### src/rtl/cv32e40p_fpu_lat_pipe.sv
// Fixed-latency FPU result pipe: two latency classes share one slot chain.
// Ports: clk, rst_n, flush_i, in_* (valid/ready/class/data/tag),
//   out_* (valid/ready/data/tag), busy_o.
// Macro CV32E40P_FPU_LAT_PIPE_INORDER_EN forces results out in issue order.
module cv32e40p_fpu_lat_pipe #(
  parameter int WIDTH      = 32,
  parameter int TAG_W      = 5,
  parameter int ADDMUL_LAT = 2,
  parameter int OTHERS_LAT = 1
) (
  input  logic             clk,
  input  logic             rst_n,
  input  logic             flush_i,
  input  logic             in_valid_i,
  output logic             in_ready_o,
  input  logic             in_class_i,
  input  logic [WIDTH-1:0] in_data_i,
  input  logic [TAG_W-1:0] in_tag_i,
  output logic             out_valid_o,
  input  logic             out_ready_i,
  output logic [WIDTH-1:0] out_data_o,
  output logic [TAG_W-1:0] out_tag_o,
  output logic             busy_o
);

  localparam int MAX_LAT =
    (ADDMUL_LAT > OTHERS_LAT) ? ADDMUL_LAT : OTHERS_LAT;
  // At least one slot so the arrays stay legal when both
  // latencies are zero; that slot is then never written.
  localparam int SL = (MAX_LAT > 0) ? MAX_LAT : 1;

  logic [SL:1]      v_q, v_d;
  logic [WIDTH-1:0] d_q [SL:1];
  logic [WIDTH-1:0] d_d [SL:1];
  logic [TAG_W-1:0] t_q [SL:1];
  logic [TAG_W-1:0] t_d [SL:1];

  int   lat;
  logic adv;
  logic blk;
  logic rdy;
  logic byp;
  logic acc;

  // blk: a slot that would collide with (or be
  // overtaken by) a new op of the selected latency.
  always_comb begin
    lat = in_class_i ? OTHERS_LAT : ADDMUL_LAT;
    adv = !v_q[1] || out_ready_i;
    blk = 1'b0;
    for (int j = 1; j <= SL; j++) begin
`ifdef CV32E40P_FPU_LAT_PIPE_INORDER_EN
      if (j > lat) blk = blk | v_q[j];
`else
      if (j == lat + 1) blk = blk | v_q[j];
`endif
    end
    if (lat == 0) rdy = out_ready_i && !v_q[1] && !blk;
    else          rdy = adv && !blk;
    byp = in_valid_i && (lat == 0) && !v_q[1] && !blk;
  end

  assign in_ready_o  = rst_n && !flush_i && rdy;
  assign acc         = in_valid_i && in_ready_o;
  assign out_valid_o = rst_n && !flush_i && (v_q[1] || byp);
  assign out_data_o  = v_q[1] ? d_q[1] : in_data_i;
  assign out_tag_o   = v_q[1] ? t_q[1] : in_tag_i;
  assign busy_o      = |v_q;

  // Payload moves only with a valid op (shift) or on
  // acceptance; otherwise the flops keep their value.
  always_comb begin
    v_d = v_q;
    d_d = d_q;
    t_d = t_q;
    if (flush_i) begin
      v_d = '0;
    end else begin
      if (adv) begin
        for (int i = 1; i < SL; i++) begin
          v_d[i] = v_q[i+1];
          if (v_q[i+1]) begin
            d_d[i] = d_q[i+1];
            t_d[i] = t_q[i+1];
          end
        end
        v_d[SL] = 1'b0;
      end
      if (acc && lat >= 1) begin
        for (int j = 1; j <= SL; j++) begin
          if (j == lat) begin
            v_d[j] = 1'b1;
            d_d[j] = in_data_i;
            t_d[j] = in_tag_i;
          end
        end
      end
    end
  end

  always_ff @(posedge clk or negedge rst_n) begin
    if (!rst_n) begin
      v_q <= '0;
      d_q <= '{default: '0};
      t_q <= '{default: '0};
    end else begin
      v_q <= v_d;
      d_q <= d_d;
      t_q <= t_d;
    end
  end

endmodule

### config.mk
export PLATFORM = sky130hd
export DESIGN_NAME = cv32e40p_fpu_lat_pipe
export DESIGN_NICKNAME = d
export VERILOG_FILES = /design/src/rtl/cv32e40p_fpu_lat_pipe.sv
export SDC_FILE = /design/constraint.sdc
export NUM_CORES = 1
export LEC_CHECK = 0
export ABC_AREA = 1
export BUFFER_PORTS_ARGS = -buffer_cell sky130_fd_sc_hd__buf_2
export CAP_MARGIN = 20
export CORE_UTILIZATION = 30
export DETAILED_ROUTE_END_ITERATION = 8
export PLACE_DENSITY = 0.47
export REMOVE_ABC_BUFFERS = 1
export SLEW_MARGIN = 20
export SYNTH_ARGS = -nofsm -noshare
export SYNTH_HDL_FRONTEND = slang
export SYNTH_SLANG_ARGS = --single-unit
### constraint.sdc
create_clock -name clk -period 2.3 [get_ports clk]
set_input_delay 0.345 -clock clk [delete_from_list [all_inputs] [get_ports clk]]
set_output_delay 0.345 -clock clk [all_outputs]
set_load 0.05 [all_outputs]
==> results by group <==
Clock tree
  • CTS Buf Count: 9
  • Later-pin clock latency in the skew report: 340 ps
  • Clk sinks: 76
  • Root Driver: clkbuf_16
  • CTS clk-pin slew, worst paths: 60 ps
  • H-tree depth: 3
  • Gates resized, CTS repair: 0
  • CTS tree: built
  • Setup Fix Bufs, Post-CTS: 0
  • Clock Tree Buf Depth: 2
  • Hold_buf cts: 0

Placed design
  • Port Buffer Count: 82
  • Dpl ws: 539 ps
  • Hpwl dp: 8460 um
  • Routability Congestion: 0.733
  • Placed cell count: 896

Setup path
  • Delay-heaviest family, CP: buffers and inverters
  • Worst R2R Path Depth: 8
  • CP endpoint kind: output port
  • Crit Path Max Fanout: 40
  • CP Class: reg2out
  • Crit path DAT: 1670 ps
  • Crit path buf inv count: 2
  • CP max stage delay: 430 ps
  • Crit path cell chain: buf_4, o21ai_0, buf_2
  • CP required: 1960 ps
  • CP startpoint kind: flip-flop
  • Critical path depth in cells: 3
  • Slowest cell on the critical path: dfrtp_2

Pwr
  • P per Cell Area: 831 nW/um^2
  • Pleak: 2.83 nW
  • Max VDD drop: 0.332 mV

Finish
  • Commonest cells after routing, fill and taps aside: nand2_1 (190), buf_2 (81), inv_1 (77), nor2_1 (75), dfrtp_1 (75)
  • Share of cells above drive strength 1: 0.169
  • Area grow syn2layout: 20.9%
  • Commonest non-fill, non-tap cell in the layout: nand2_1
  • Fin cells: 912
  • # fillers: 1,560
  • Diodes inserted: 0
  • Final nets: 766

Synthesis
  • Post-Syn Area: 4530 sq um
  • Syn Area/Cell: 6.84 sq um
  • Synthesis Warnings: 0
  • Gate Count Post-Synth: 662
  • Synth area leader: dfrtp_1
  • Top cells by area, synth: dfrtp_1 (42%), nand2_1 (16%), inv_1 (6.4%)
  • Sequential area share after synthesis: 0.420
  • Yosys cell types: 19
  • Flops & latches, synth: 76
  • Share of the synthesized area in the top cell type: 0.420

Hold path
  • Hold/Removal Path Class: in2async

Floorplan
  • Die H: 125 um
  • Die ar.: 15,600 sq um
  • IO Pins: 83
  • Die width: 125 um
  • Site Rows: 44
  • Initial Utilization: 0.309
  • Core area: 14,600 sq um

Global route
  • GRT Overall Usage: 0.191
  • First-pass GRT wire length: 23,100 um
  • Remaining Overflow, GRT: 0
  • Vias in the first global route: 4,509
  • Largest net degree at the start of global routing: 77
  • Initial antenna violation count: 0

Status
  • Status: complete, but fails checks
  • Failing checks: design-rule violations

Flow run
  • MaxCap Viol Count: 0

Route
  • Drt pass-1 iters: 6
  • Via Count: 4,520
  • Final ANT Viol Nets: 0
  • DR iter-0 viols: 317
  • Vias/cell: 4.96
  • Routed WL per cell: 15.6 um
  • Routed WL: 14,300 um
  • DRC Markers: 8

STA
  • Fin crit share: 0.877
  • Fin crit period: 2020 ps
  • Worst Max-Slew Pin Slew: 768 ps
  • Max-slew violations: 0
  • Endpoints failing hold: 0
  • Final setup fails: 0
  • Unrepaired setup endpoints after global routing: no
  • Max Fclk: 496 MHz
  • Clock Skew: 6.56 ps
  • Slew margin rel.: 0.488
  • Final worst-path setup slack: 284 ps
  • Worst hold margin: 128 ps
[where the power goes]
part / leakage, nW / internal, W / total (W) / switching (W)
combinational: 1.71 / 0.000359 / 0.00109 / 0.000727
clock: 0.173 / 0.00112 / 0.00170 / 0.000579
sequential: 0.951 / 0.00162 / 0.00177 / 0.000143
[worst register-to-register path, cell delays in order (launching register included)]
cell,delay (ps)
dfrtp_2,430
nand2_2,90
buf_4,300
nand2_4,370
nor2_1,200
nor2_1,60
nand2_1,60
nand3_1,70
nand2_1,80
[through the flow]
stage / instance area [sq um] / utilization / total power, W / TNS (ps)
after global placement: 5120 / 0.350 / 0.00284 / 0
after CTS: 5470 / 0.374 / 0.00461 / 0
after floorplan: 4300 / - / 0.00252 / -208200
final: 5470 / 0.374 / 0.00455 / 0
after detailed placement: 5120 / 0.350 / 0.00288 / 0
after global routing: 5470 / 0.374 / 0.00482 / 0
[Yosys cell counts, drive strengths merged]
| cell | count |
|---|---|
| inv | 78 |
| o32ai | 1 |
| nand4 | 37 |
| a21boi | 37 |
| nand2 | 192 |
| a31oi | 1 |
| nand3 | 38 |
| buf | 26 |
| nor2 | 77 |
| o21ai | 74 |
| dfrtp | 76 |
| clkbuf | 25 |
[sequential cells by signal, indices dropped and copies added, names as in the netlist]
register  cells
d_q          64
v_q           2
t_q          10
[path summary, 6_finish.rpt]
path | startpoint | endpoint | slack (ps)
worst max register to register | v_q[1]$_DFF_PN0_ | d_q[1]$_DFFE_PN0N_ | 580
worst min register to register | d_q[30]$_DFFE_PN0N_ | d_q[30]$_DFFE_PN0N_ | 500
min in group clk | in_data_i[29] | d_q[61]$_DFFE_PN0P_ | 230
max in group asynchronous | rst_n | v_q[1]$_DFF_PN0_ | 1580
worst min-delay path | rst_n | d_q[49]$_DFFE_PN0P_ | 130
worst max-delay path | v_q[1]$_DFF_PN0_ | out_data_o[31] | 280
[metal layers]
metal | global-route usage | wire [um] | up-vias | share of wire
li1 | - | - | 2221 | -
met5 | 0 | 0 | - | 0
met2 | 0.297 | 6310 | 147 | 0.44
met4 | 0.0560 | 139 | 0 | 0.0097
met1 | 0.261 | 7020 | 2137 | 0.49
met3 | 0.0468 | 794 | 15 | 0.056
[logic make-up after synthesis]
| logic type | Yosys count | share of synthesized area |
|---|---|---|
| simple gates | 344 | 0.319 |
| buf+inv | 129 | 0.115 |
| compound gates | 113 | 0.146 |
| flops | 76 | 0.420 |
[final cells by class]
type	instances	area, sq um	area share
multi-input combinational	457	2120	0.388
sequential	76	1900	0.348
timing repair buffer	101	572	0.104
inverter	78	293	0.0535
clock buffer	12	256	0.0469
tap	184	230	0.0421
clock inverter	4	95.1	0.0174
Power figures use the tool's default switching activity.
